==> src/rtl/dmem_arbiter.sv <==
// -----------------------------------------------------------------------------
// dmem_arbiter
//
// Round-robin arbiter and sequencer in front of the single-ported data memory.
// Requester 0 is the CPU load/store unit, requester 1 a secondary master
// (debug / DMA). One transaction is in flight at a time; each one produces
// exactly one registered response pulse to its owner, with an error flag when
// the memory fails to answer within TIMEOUT cycles.
//
// Ports
//   clock, resetN           clock (rising edge), asynchronous active-low reset
//   mXReqValid/Write/Addr/Data/Be   request from requester X (X = 0, 1)
//   mXReqReady              combinational accept for requester X
//   mXRespValid/Data/Error  registered one-cycle response to requester X
//   memAddress              word-aligned address of the current transaction
//   memStoreData/ByteEnable latched store data and byte enables
//   memStoreValid           store strobe (memory acts on its rising edge)
//   memLoadData/Valid       combinational read data from the memory
//   memStoreComplete        store done pulse from the memory
//   busy                    a transaction (or the post-store gap) is active
// -----------------------------------------------------------------------------
module dmem_arbiter #(
    parameter int TIMEOUT = 15
) (
    input  logic        clock,
    input  logic        resetN,

    input  logic        m0ReqValid,
    input  logic        m0ReqWrite,
    input  logic [31:0] m0ReqAddr,
    input  logic [31:0] m0ReqData,
    input  logic [3:0]  m0ReqBe,
    output logic        m0ReqReady,
    output logic        m0RespValid,
    output logic [31:0] m0RespData,
    output logic        m0RespError,

    input  logic        m1ReqValid,
    input  logic        m1ReqWrite,
    input  logic [31:0] m1ReqAddr,
    input  logic [31:0] m1ReqData,
    input  logic [3:0]  m1ReqBe,
    output logic        m1ReqReady,
    output logic        m1RespValid,
    output logic [31:0] m1RespData,
    output logic        m1RespError,

    output logic [31:0] memAddress,
    output logic [31:0] memStoreData,
    output logic [3:0]  memByteEnable,
    output logic        memStoreValid,
    input  logic [31:0] memLoadData,
    input  logic        memLoadDataValid,
    input  logic        memStoreComplete,

    output logic        busy
);

    localparam int            CW       = $clog2(TIMEOUT + 1);
    // The counter holds the number of completed LOAD/STORE cycles; the cycle
    // in which it would step to TIMEOUT is the last one we wait.
    localparam logic [CW-1:0] TMO_LAST = CW'(TIMEOUT - 1);
    localparam logic [CW-1:0] TMO_MAX  = '1;

    typedef enum logic [1:0] {
        IDLE,
        LOAD,
        STORE,
        GAP
    } state_t;

    state_t        state;
    state_t        next_state;
    logic          last_grant;
    logic          owner;
    logic [CW-1:0] tmo_cnt;

    logic          grant_sel;
    logic          accept;
    logic          sel_write;
    logic [31:0]   sel_addr;
    logic [31:0]   sel_data;
    logic [3:0]    sel_be;
    logic          in_xfer;
    logic          load_done;
    logic          store_done;
    logic          timed_out;
    logic          resp_fire;

    // The byte offset is deliberately dropped; the memory is word addressed.
    logic          unused_addr_bits;
    assign unused_addr_bits = ^sel_addr[1:0];

    // Arbitration and completion decode
    always_comb begin
        // With both requesting, the one that did not win last time goes next.
        grant_sel  = (m0ReqValid && m1ReqValid) ? ~last_grant : m1ReqValid;
        // Gated by resetN so nothing is accepted while reset is held.
        accept     = resetN && (state == IDLE) && (m0ReqValid || m1ReqValid);
        sel_write  = grant_sel ? m1ReqWrite : m0ReqWrite;
        sel_addr   = grant_sel ? m1ReqAddr  : m0ReqAddr;
        sel_data   = grant_sel ? m1ReqData  : m0ReqData;
        sel_be     = grant_sel ? m1ReqBe    : m0ReqBe;
        in_xfer    = (state == LOAD) || (state == STORE);
        load_done  = (state == LOAD)  && memLoadDataValid;
        store_done = (state == STORE) && memStoreComplete;
        timed_out  = in_xfer && !load_done && !store_done && (tmo_cnt >= TMO_LAST);
        resp_fire  = load_done || store_done || timed_out;
    end

    always_comb begin
        next_state = state;
        case (state)
            IDLE: begin
                if (accept) begin
                    next_state = sel_write ? STORE : LOAD;
                end
            end
            LOAD: begin
                if (load_done) begin
                    next_state = IDLE;
                end else if (timed_out) begin
                    next_state = GAP;
                end
            end
            STORE: begin
                if (store_done || timed_out) begin
                    next_state = GAP;
                end
            end
            // Strobe held low one extra cycle so the next store sees a fresh edge.
            GAP:     next_state = IDLE;
            default: next_state = IDLE;
        endcase
    end

    assign m0ReqReady    = accept && !grant_sel;
    assign m1ReqReady    = accept &&  grant_sel;
    assign memStoreValid = (state == STORE);
    assign busy          = (state != IDLE);

    // Control state
    always_ff @(posedge clock or negedge resetN) begin
        if (!resetN) begin
            state      <= IDLE;
            last_grant <= 1'b1;
            owner      <= 1'b0;
            tmo_cnt    <= '0;
        end else begin
            state <= next_state;
            if (accept) begin
                owner      <= grant_sel;
                last_grant <= grant_sel;
                tmo_cnt    <= '0;
            end else if (in_xfer && (tmo_cnt != TMO_MAX)) begin
                tmo_cnt <= tmo_cnt + CW'(1);
            end
        end
    end

    // Request latch: memory-side address/data hold until the next accept
    always_ff @(posedge clock or negedge resetN) begin
        if (!resetN) begin
            memAddress    <= '0;
            memStoreData  <= '0;
            memByteEnable <= '0;
        end else if (accept) begin
            memAddress    <= {sel_addr[31:2], 2'b00};
            memStoreData  <= sel_data;
            memByteEnable <= sel_be;
        end
    end

    // Response stage: one-cycle pulse to the owner only, zero everywhere else
    always_ff @(posedge clock or negedge resetN) begin
        if (!resetN) begin
            m0RespValid <= 1'b0;
            m0RespError <= 1'b0;
            m0RespData  <= '0;
            m1RespValid <= 1'b0;
            m1RespError <= 1'b0;
            m1RespData  <= '0;
        end else begin
            m0RespValid <= resp_fire && !owner;
            m0RespError <= timed_out && !owner;
            m0RespData  <= (load_done && !owner) ? memLoadData : '0;
            m1RespValid <= resp_fire && owner;
            m1RespError <= timed_out && owner;
            m1RespData  <= (load_done && owner) ? memLoadData : '0;
        end
    end

endmodule

==> config.mk <==
export PLATFORM = sky130hd
export DESIGN_NAME = dmem_arbiter
export DESIGN_NICKNAME = d
export VERILOG_FILES = /design/src/rtl/dmem_arbiter.sv
export SDC_FILE = /design/constraint.sdc
export NUM_CORES = 1
export LEC_CHECK = 0
export CAP_MARGIN = 40
export CORE_AREA = 2 2 122 124
export DETAILED_ROUTE_END_ITERATION = 10
export DIE_AREA = 0 0 124 126
export DONT_BUFFER_PORTS = 1
export REMOVE_ABC_BUFFERS = 1
export SETUP_SLACK_MARGIN = 0.4
export SYNTH_ARGS = -nofsm -noshare
export SYNTH_HDL_FRONTEND = slang
export SYNTH_SLANG_ARGS = --single-unit
==> constraint.sdc <==
create_clock -name clock -period 2.2 [get_ports clock]
set_input_delay 0.44 -clock clock [delete_from_list [all_inputs] [get_ports clock]]
set_output_delay 0.44 -clock clock [all_outputs]
set_load 0.01 [all_outputs]
; Word-level counts from Yosys, hierarchy flattened
; Cells that the tools add are included.
; W data, S select, Z words.
[op_classes]
add_sub_neg = 1
n_lt_le_gt_ge = 1
eq_ne = 7
n_mux = 15
bitwise = 1
reduce_logical = 30
[op_table]
columns = cell, count
row1 = $mux W32, 4
row2 = $logic_and A1 B1 Y1, 17
row3 = $mux W4, 3
row4 = $mux W2, 5
row5 = $pmux W2 S4, 1
row6 = $logic_or A1 B1 Y1, 5
row7 = $add A4 B1 Y4 const B, 1
row8 = $eq A2 B2 Y1 const B, 2
row9 = $ge A4 B4 Y1 const B, 1
row10 = $logic_not A1 Y1, 4
row11 = $ne A4 B4 Y1 const B, 1
row12 = $reduce_bool A2 Y1, 2
row13 = $ne A3 B3 Y1 const B, 1
row14 = $reduce_and A3 Y1, 1
row15 = $eq A2 B1 Y1 const B, 1
row16 = $logic_not A2 Y1, 1
row17 = $mux W1, 2
row18 = $ne A2 B1 Y1 const B, 1
row19 = $ne A2 B2 Y1 const B, 1
row20 = $not A1 Y1, 1
[word_totals]
reg_bits = 142

; Logic depth before layout (Yosys ltp)
[depth]
depth_word = 9
depth_mapped = 9
depth_no_buf = 6

; Worst setup path after synthesis
; OpenSTA, ideal clock, no wires.
[synth_path]
kind = flip-flop to output port
startpoint = register state[0]
endpoint = output m0ReqReady
arrival_time_ps = 1456
required_ps = 1760
slack_ps = 304
stages_incl_launch_ff = 8
cell_sequence = dfrtp_1 -> inv_1 -> ha_1 -> inv_1 -> or2_1 -> buf_2 -> clkbuf_1 -> nor2_1
[synth_between]
elab_chain_cells = 4
[synth_lines]
columns = item, line
row1 = start: declaration, 72  ; state_t state;
row2 = start signal: assignment, 150  ; state <= next_state;
row3 = $logic_not A2 Y1, 99  ; accept = resetN && (state == IDLE) && (m0ReqValid || m1ReqValid);
row4 = $logic_and A1 B1 Y1 (2 in a row), 99
row5 = $logic_and A1 B1 Y1, 137  ; assign m0ReqReady = accept && !grant_sel;
row6 = end: declaration, 33  ; output logic m0ReqReady,
; Every way passes these cells.

; Final worst setup path
[layout_path]
startpoint = register state[1]
endpoint = output m0ReqReady
; Same word-level chain as after synthesis.

==> reports/results.ini <==
[status]
status = finished with violations
violations = negative hold slack

[final_layout]
multiInputGateArea_um2 = 2076
fin_area_um2 = 6721
drive_gt1_share_pct = 13.01
fin_nets = 684
layout.cells.non_filler = 699
fillers = 1289
antennaDiodeCount = 0
regArea_um2 = 3555
area_delta_synth_final_pct = 16.88

[global_route]
grt_pass1_vias = 3700
grt_pass1_wl_mm = 19.96
overflow = 0
antenna_found_initial = 0
grt_max_degree = 144
track_usage_pct = 17.53

[clocking]
cts.reportedPaths.clkPinSlew_ns = 0.06
clk_latency_ns = 0.41
cts_made_buffers = 17
ctsHtreeMaxLevel = 4
root_buffer = clkbuf_16
cts_sinks = 142
clock_path_buffers = 2
cts_tree = done

[sta]
hold_viol = 142
drv_slew = 0
skew_ns = 0.004766
rsz0062_at_grt = true
whs_ns = -0.2801
period_needed_ns = 1.901
setup_viol = 0
fin_crit_sh_pct = 86.40
max_freq_mhz = 526.1

[synthesis]
synth-edff-count = 0
yosys_warnings = 0
synth_adder_area_share_pct = 1.305
synth_compound_area_share_pct = 6.832
synth_area_leaders = dfrtp_1 (61%), mux2i_1 (11%), and2_1 (7.1%)
synth.avg_cell_area_um2 = 11.64
synth_cells = 494
ys_top_cells_by_count = dfrtp_1 (141), nand2_1 (71), o21ai_1 (67)
synth_ff_type = dfrtp_1
synth_largest_area_cell = dfrtp_1
synthArstFlopShare_pct = 100.0
synth_cell_types = 33
yosysMostFrequentCell = dfrtp_1
synthXorXnorAreaFrac_pct = 0.6092
synth_top_family_by_area = simple AND/OR/NAND/NOR gates
synth_top_area_share_pct = 61.36
synth.mux.area_fraction_pct = 12.14
netlist_area_um2 = 5751
synth-simple-area-share_pct = 13.93
yosysSeqAreaShare_pct = 61.81
ys_ff_latch = 142

[critical_path]
worstReg2RegEnd = state[0]
r2r-start = state[1]
crit_path_start = state[1]
cp-end-kind = output port
startpoint_type = flop
r2r_cells = 8
critPathCapture = m0ReqReady
worstSetupPathType = flop to output port
worst_ep_arrival_time_ns = 1.46
crit_fanout = 3
regToRegSetupSlack_ns = 0.46
required_ns = 1.76

[placement]
place_hpwl_mm = 9.407
port_buffers = 0
post-place-cells = 656
dpl-instance-area_um2 = 5912
gp_congestion = 0.7647

[die]
ioPinCount = 316
fp-row-count = 44
die-area_um2 = 15620
die_width_um = 124
die_h_um = 126
core_um2 = 14310
initial_core_util_pct = 40.17

[pwr]
powerDensity_nw_per_um2 = 1372
vdd_drop_max_mv = 0.5412
leakagePower_nw = 3.307

[routing]
drtIter0Drc = 165
wl_per_cell_um = 19.49
wl_mm = 13.62
via_per_inst = 5.034
via_count = 3519
drcViolationCount = 0
route.antenna.remaining_nets = 0
dr.pass1.iters = 4

[min_path]
holdCritPathClass = input port to async pin

[run]
drv_cap = 0

layer usage:
metal	wire, um	global-route usage [%]	vias to the layer above
met3	1644	9.918	23
met5	0	0	-
li1	-	-	1649
met1	4970	18.31	1643
met4	212	6.279	0
met2	6794	29.35	204
timing repair:
action | in CTS | in global routing
endpoints found under the hold margin | 142 | 142
resized for setup | 10 | 7
setup endpoints to repair | 2 | 6
cloned | 2 | 0
pin swaps | 3 | 2
setup buffers | 6 | 3
cell usage in the layout (no fill, tap or decap), drive strengths merged, types with 5 or more instances in the layout:
master and n:
and2 65, buf 17, clkbuf 17, dfrtp 141, ha 6, inv 14
mux2i 66, nand2 71, nand3 5, nor2 10, o21ai 67
cell type report:
class / count / share of cell area, %
Timing Repair Buffer: 19 / 3.239
Multi-Input combinational cell: 317 / 30.88
Tap cell: 184 / 3.425
Clock inverter: 15 / 2.923
Sequential cell: 142 / 52.89
Clock buffer: 17 / 6.329
Inverter: 5 / 0.3165
worst max-delay path, stage by stage, from the launching register on:
cell     delay, ns
dfrtp_1       0.39
inv_2         0.09
ha_4          0.15
inv_4         0.05
or2_4         0.25
nor2_4        0.13
worst min-delay path by stage:
stage	startpoint	to	slack, ns	cells after the start
2_1_floorplan	resetN	m0RespData[0]	0.14	0
3_3_place_gp	resetN	m0RespData[21]	0.15	0
4_1_cts	resetN	m0RespData[23]	-0.30	0
6_report	resetN	m1RespData[21]	-0.28	0
5_1_grt	resetN	m1RespData[21]	-0.32	0
3_5_place_dp	resetN	m1RespData[21]	0.15	0
state kept, by name, summed over array words and instances, names as in the netlist:
name,count
memByteEnable,4
memAddress,30
owner,1
m0RespValid,1
memStoreData,32
m1RespError,1
m1RespData,32
state,2
tmo_cnt,4
m0RespData,32
m1RespValid,1
m0RespError,1
last_grant,1
where the power goes:
part / total, mW / leakage (nW) / internal, mW / switching (mW)
registers: 4.31 / 1.86 / 3.38 / 0.927
logic: 1.91 / 1.14 / 0.907 / 1.00
clock network: 3.00 / 0.301 / 1.83 / 1.18
kinds of logic (layout without fill, tap and decap cells):
group,count (synthesis),count (layout)
buffers and inverters,36,56
DFF,142,142
AOI/OAI and AO/OA,75,75
muxes,69,69
adders and majority gates,6,6
and+or+nand+nor,161,161
xor gates and xnor gates,4,4
other,1,2
metrics by stage:
step | util, % | setup slack, ns | TNS, ns | total power, mW
5_1_grt | 46.96 | 0.2086 | 0 | 9.816
4_1_cts | 46.59 | 0.2675 | 0 | 9.284
3_3_place_gp | 41.30 | 0.3808 | 0 | 5.956
3_5_place_dp | 41.30 | 0.3287 | 0 | 6.055
6_report | 46.96 | 0.2992 | 0 | 9.225
2_1_floorplan | - | -3.968 | -258.55 | 5.523
Note: power is estimated with default switching activity, not from simulation.
